## src/rtl/cvxif_instr_pkg.sv

```systemverilog
`default_nettype none
// +-----------------------------------------------------------------+
// | cvxif_instr_pkg : shared constants for the CV-X-IF coprocessor  |
// | Rev 1.0                                                         |
// +-----------------------------------------------------------------+
package cvxif_instr_pkg;

   localparam int unsigned CoproResultDepth = 4;

endpackage
`default_nettype wire

```

## src/rtl/copro_result_fifo.sv

```systemverilog
`default_nettype none
// +-----------------------------------------------------------------+
// | copro_result_fifo : generic first-word-fall-through FIFO        |
// | Rev 1.0                                                         |
// +-----------------------------------------------------------------+
module copro_result_fifo #(
   parameter int unsigned Depth   = 4,
   parameter type         entry_t = logic
) (
   input  logic                         clk_i,
   input  logic                         rst_i,
   input  logic                         push_i,
   input  logic                         pop_i,
   input  entry_t                       data_i,
   output entry_t                       data_o,
   output logic                         full_o,
   output logic                         empty_o,
   output logic [$clog2(Depth+1)-1:0]   count_o
);

   localparam int unsigned c_ptr_w = $clog2(Depth);
   localparam int unsigned c_cnt_w = $clog2(Depth+1);

   entry_t               r_mem [Depth];
   logic [c_ptr_w-1:0]   r_wr_ptr;
   logic [c_ptr_w-1:0]   r_rd_ptr;
   logic [c_cnt_w-1:0]   r_count;
   logic                 w_wr_en;
   logic                 w_rd_en;

   // Explicit wrap keeps non-power-of-two depths correct.
   function automatic logic [c_ptr_w-1:0] next_ptr(input logic [c_ptr_w-1:0] p);
      return (p == c_ptr_w'(Depth-1)) ? '0 : p + 1'b1;
   endfunction

   assign full_o  = (r_count == c_cnt_w'(Depth));
   assign empty_o = (r_count == '0);
   assign count_o = r_count;
   assign w_rd_en = pop_i && !empty_o;
   // When full, a write is only allowed into the slot being vacated.
   assign w_wr_en = push_i && (!full_o || w_rd_en);
   assign data_o  = empty_o ? '0 : r_mem[r_rd_ptr];

   always_ff @(posedge clk_i) begin
      if (w_wr_en) begin
         r_mem[r_wr_ptr] <= data_i;
      end
   end

   always_ff @(posedge clk_i or posedge rst_i) begin
      if (rst_i) begin
         r_wr_ptr <= '0;
         r_rd_ptr <= '0;
         r_count  <= '0;
      end else begin
         if (w_wr_en) r_wr_ptr <= next_ptr(r_wr_ptr);
         if (w_rd_en) r_rd_ptr <= next_ptr(r_rd_ptr);
         case ({w_wr_en, w_rd_en})
            2'b10:   r_count <= r_count + 1'b1;
            2'b01:   r_count <= r_count - 1'b1;
            default: r_count <= r_count;
         endcase
      end
   end

endmodule
`default_nettype wire

```

## src/rtl/copro_result_buffer.sv

```systemverilog
`default_nettype none
// +-----------------------------------------------------------------+
// | copro_result_buffer : ALU result FIFO with issue credit control |
// | Rev 1.0                                                         |
// +-----------------------------------------------------------------+
module copro_result_buffer
   import cvxif_instr_pkg::*;
#(
   parameter int unsigned Depth    = CoproResultDepth,
   parameter int unsigned XLEN     = 32,
   parameter type         hartid_t = logic,
   parameter type         id_t     = logic
) (
   input  logic                         clk_i,
   input  logic                         rst_i,
   input  logic                         issue_fire_i,
   output logic                         issue_ready_o,
   input  logic                         alu_valid_i,
   input  logic [XLEN-1:0]              alu_result_i,
   input  hartid_t                      alu_hartid_i,
   input  id_t                          alu_id_i,
   input  logic [4:0]                   alu_rd_i,
   input  logic                         alu_we_i,
   output logic                         result_valid_o,
   input  logic                         result_ready_i,
   output logic [XLEN-1:0]              result_data_o,
   output hartid_t                      result_hartid_o,
   output id_t                          result_id_o,
   output logic [4:0]                   result_rd_o,
   output logic                         result_we_o,
   output logic [$clog2(Depth+1)-1:0]   count_o,
   output logic                         overflow_o
);

   localparam int unsigned c_cnt_w = $clog2(Depth+1);

   typedef struct packed {
      logic [XLEN-1:0] result;
      hartid_t         hartid;
      id_t             id;
      logic [4:0]      rd;
      logic            we;
   } entry_t;

   entry_t               w_wr_entry;
   entry_t               w_head;
   logic                 w_full;
   logic                 w_empty;
   logic                 w_pop;
   logic [c_cnt_w-1:0]   w_count;
   logic [c_cnt_w:0]     w_reserved;
   logic [c_cnt_w-1:0]   r_inflight;
   logic                 r_overflow;

   assign w_wr_entry = '{result: alu_result_i, hartid: alu_hartid_i, id: alu_id_i,
                         rd: alu_rd_i, we: alu_we_i};
   assign w_pop      = result_valid_o && result_ready_i;

   copro_result_fifo #(
      .Depth   (Depth),
      .entry_t (entry_t)
   ) u_fifo (
      .clk_i   (clk_i),
      .rst_i   (rst_i),
      .push_i  (alu_valid_i),
      .pop_i   (w_pop),
      .data_i  (w_wr_entry),
      .data_o  (w_head),
      .full_o  (w_full),
      .empty_o (w_empty),
      .count_o (w_count)
   );

   assign result_valid_o  = !w_empty;
   assign result_data_o   = w_head.result;
   assign result_hartid_o = w_head.hartid;
   assign result_id_o     = w_head.id;
   assign result_rd_o     = w_head.rd;
   assign result_we_o     = w_head.we;
   assign count_o         = w_count;
   assign overflow_o      = r_overflow;

   // Occupied plus in-flight slots, one bit wider so the sum cannot wrap.
   assign w_reserved    = {1'b0, w_count} + {1'b0, r_inflight};
   assign issue_ready_o = (w_reserved < (c_cnt_w+1)'(Depth));

   always_ff @(posedge clk_i or posedge rst_i) begin
      if (rst_i) begin
         r_inflight <= '0;
         r_overflow <= 1'b0;
      end else begin
         // Saturate at Depth on illegal issues; never underflow on stray results.
         if (issue_fire_i && !alu_valid_i) begin
            if (r_inflight != c_cnt_w'(Depth)) r_inflight <= r_inflight + 1'b1;
         end else if (!issue_fire_i && alu_valid_i) begin
            if (r_inflight != '0) r_inflight <= r_inflight - 1'b1;
         end
         if (alu_valid_i && w_full && !w_pop) r_overflow <= 1'b1;
      end
   end

endmodule
`default_nettype wire
```

## config.mk

```make
export PLATFORM = sky130hd
export DESIGN_NAME = copro_result_buffer
export DESIGN_NICKNAME = d
export VERILOG_FILES = /design/src/rtl/cvxif_instr_pkg.sv /design/src/rtl/copro_result_fifo.sv /design/src/rtl/copro_result_buffer.sv
export SDC_FILE = /design/constraint.sdc
export NUM_CORES = 1
export LEC_CHECK = 0
export BUFFER_PORTS_ARGS = -buffer_cell sky130_fd_sc_hd__buf_4
export CAP_MARGIN = 20
export CORE_AREA = 2 2 115 117
export CTS_CLUSTER_SIZE = 10
export DETAILED_ROUTE_END_ITERATION = 8
export DIE_AREA = 0 0 117 119
export GPL_ROUTABILITY_DRIVEN = 0
export PLACE_DENSITY = 0.75
export SYNTH_ARGS = -nofsm -noshare
export SYNTH_HDL_FRONTEND = slang
export SYNTH_SLANG_ARGS = --single-unit
```

## constraint.sdc

```tcl
create_clock -name clk_i -period 7.7 [get_ports clk_i]
set_clock_uncertainty 0.2 [all_clocks]
set_input_delay 1.54 -clock clk_i [delete_from_list [all_inputs] [get_ports clk_i]]
set_output_delay 1.54 -clock clk_i [all_outputs]
set_load 0.03 [all_outputs]
```

==> flow_summary.toml <==
[clock_network]
cts_root_buf = "clkbuf_16"
clk_pin_slew_worst_paths_ns = 0.06
cts.htree.levels = 4
clock_latency_ns = 0.42
cts_resized = 0
numCtsBuffers = 17
hold_buffers = 0
post-cts-setup-buffers = 0
cts_tree = "built"
cts_buffer_depth = 2
clock_sinks = 171

[run_status]
run_status = "finished clean"

[pwr]
clockPowerShare = 0.216
power_frac_comb = 0.384
powerDensity_mw_per_mm2 = 429
ir_drop_mv = 0.217
p_sw_w = 0.00122
cellLeakagePower_nw = 2.90
p_int_w = 0.00230
power_w = 0.00353
power_frac_seq = 0.400
sw_frac_of_total = 0.347

[drt]
first_iter_violations = 234
drt_pass1_iterations = 4
via_per_inst = 5.36
wire_per_inst_um = 18.8
drcViolationCount = 0
drtAntennaViolNets = 0
via_count = 3267
drt_wl_total_mm = 11.5

[global_routing]
grt-ovfl-total = 0
antenna_found_initial = 0
grt_pass1_vias = 3405
grt_max_degree = 44
track_usage = 0.183
grt_pass1_wl_mm = 18.2

[setup_path]
reg2regPathDepth = 8
critPathKind = "register to output port"
path_delay_family = "flip-flops"
cp.required_ns = 5.96
worstSetupPathDepth = 3
cp_max_fo = 43
end_kind = "output port"
worst_path_max_delay_cell = "dfrtp_4"
critPathLaunchType = "register"
path_buf_inv = 1
worst-endpoint-arrival_ns = 2.37
slowest_delay_ns = 0.99
cp_cell_sequence = "mux4_2, and2_1, buf_4"

[finish]
mostFrequentLayoutCells = "160 x edfxtp_1, 90 x buf_4, 41 x and2_1"
stdcell_area_sq_mm = 0.00822
antenna_cells = 0
stdcell_count = 610
layout_commonest_cell = "edfxtp_1"
drive_gt1_frac = 0.401
area_growth_pct = 21.0
post-route-util = 0.638
nNetsFinal = 477
n_fill_cell = 937

[floorplan]
fp.dieH_um = 119
core-area_sq_mm = 0.0129
io_pins = 91
rows = 42
initial_core_util = 0.527
design.die.area_sq_mm = 0.0139
die_w_um = 117

[place]
dpl.hpwl_mm = 6.82
place.port_buffers = 90
dpl_cell_area_sq_mm = 0.00764
placed_cells = 576

[flow_run]
cap_violations = 0

[timing]
fin_crit_sh = 0.534
rsz0062_at_grt = "false"
drv_slew = 0
setup_viol = 0
slew_headroom = 0.282
hold_viol = 0
tightest_slew_ns = 1.08
period_needed_ns = 4.11
max_freq_ghz = 0.243
tns_ns = 0

[logic_synthesis]
synth.distinct_cells = 30
synth_cells = 322
yosysWarnings = 0
postSynthAreaPerCell_sq_um = 21.1
syn_nets = 378
yosysSeqAreaShare = 0.748
netlist_area_sq_mm = 0.00679
ys_ff_latch = 171

[worst_hold_path]
hp-class = "register to register"
whs_path_depth = 1
[flip-flops by register name (all words and copies together), names as in the netlist]
register and flops:
u_fifo.r_wr_ptr 2, r_inflight 3, u_fifo.r_mem 160, overflow_o 1, u_fifo.count_o 3, u_fifo.r_rd_ptr 2
[logic make-up (layout without fill, tap and decap cells)]
logic type	count (synthesis)	after routing	synth area share
AND/OR/NAND/NOR	60	60	0.0549
adder cells (fa/ha/maj)	11	11	0.0225
flip-flops	171	171	0.748
AO/OA/AOI/OAI	7	7	0.00774
multiplexers	45	45	0.142
XOR/XNOR	4	4	0.00516
buffers and inverters	24	136	0.0197
[power by group through the flow]
stage	logic, W	registers (W)	clock network [W]
after floorplan	0.00101	0.00132	0
after global placement	0.00133	0.00143	0
after detailed placement	0.00136	0.00144	0
after CTS	0.00137	0.00142	0.000778
after global routing	0.00144	0.00144	0.000818
final	0.00136	0.00141	0.000761
[metal layers]
metal | share of wire | track usage | vias to the layer above
met5 | 0 | 0 | -
met1 | 0.40 | 0.235 | 1695
li1 | - | - | 1477
met2 | 0.53 | 0.292 | 78
met3 | 0.053 | 0.0601 | 17
met4 | 0.016 | 0.0676 | 0
[metrics by stage]
stage / hold WS (ns) / setup slack (ns)
finish: 0.291 / 3.59
global route: 0.320 / 3.42
CTS: 0.301 / 3.50
detailed placement: 0.276 / 3.97
global placement: 0.245 / 3.95
floorplan: 0.334 / 4.06
[synthesized netlist by cell type]
cell      instances  area (sq um)
and3_1            1          6.26
ha_1              9           113
a211oi_1          1          7.51
mux2_2            2          22.5
xor2_1            2          17.5
and2_1           45           282
nand2_1           1          3.75
nor4bb_1          1          10.0
buf_2             5          25.0
dfrtp_1          11           275
mux4_2           40           901
a311oi_1          1          8.76
buf_6             5          56.3
a221oi_1          1          8.76
nor4b_1           1          8.76
o211ai_1          1          7.51
nor2_1            7          26.3
or3_4             1          11.3
nor4_1            1          6.26
or4b_2            1          10.0
a21o_1            2          15.0
clkbuf_1          4          15.0
edfxtp_1        160          4800
xnor2_1           2          17.5
fa_1              2          40.0
inv_1            10          37.5
and2_4            1          8.76
mux2i_1           1          10.0
o21ai_0           1          5.00
mux2_4            2          30.0
[cell type report]
| cell class | instances | area, sq um | share of cell area |
|---|---|---|---|
| flip-flops and latches | 171 | 5080 | 0.619 |
| well taps | 176 | 220 | 0.0268 |
| clock inverters | 14 | 106 | 0.0129 |
| clock buffers | 18 | 429 | 0.0522 |
| multi-input cells | 127 | 1580 | 0.193 |
| repair buffers | 94 | 756 | 0.0920 |
| inverters | 10 | 37.5 | 0.00457 |
[worst paths after layout]
kind | from | to | slack, ns
max in group asynchronous | rst_i | u_fifo.r_rd_ptr[0] | 6.04
max reg2reg | u_fifo.count_o[0] | u_fifo.count_o[2] | 5.24
min reg2reg | overflow_o | overflow_o | 0.29
max | u_fifo.r_rd_ptr[0] | result_data_o[21] | 3.59
min | overflow_o | overflow_o | 0.29
min in group asynchronous | rst_i | overflow_o | 0.92
No activity file was read; power rests on OpenSTA's default activity.
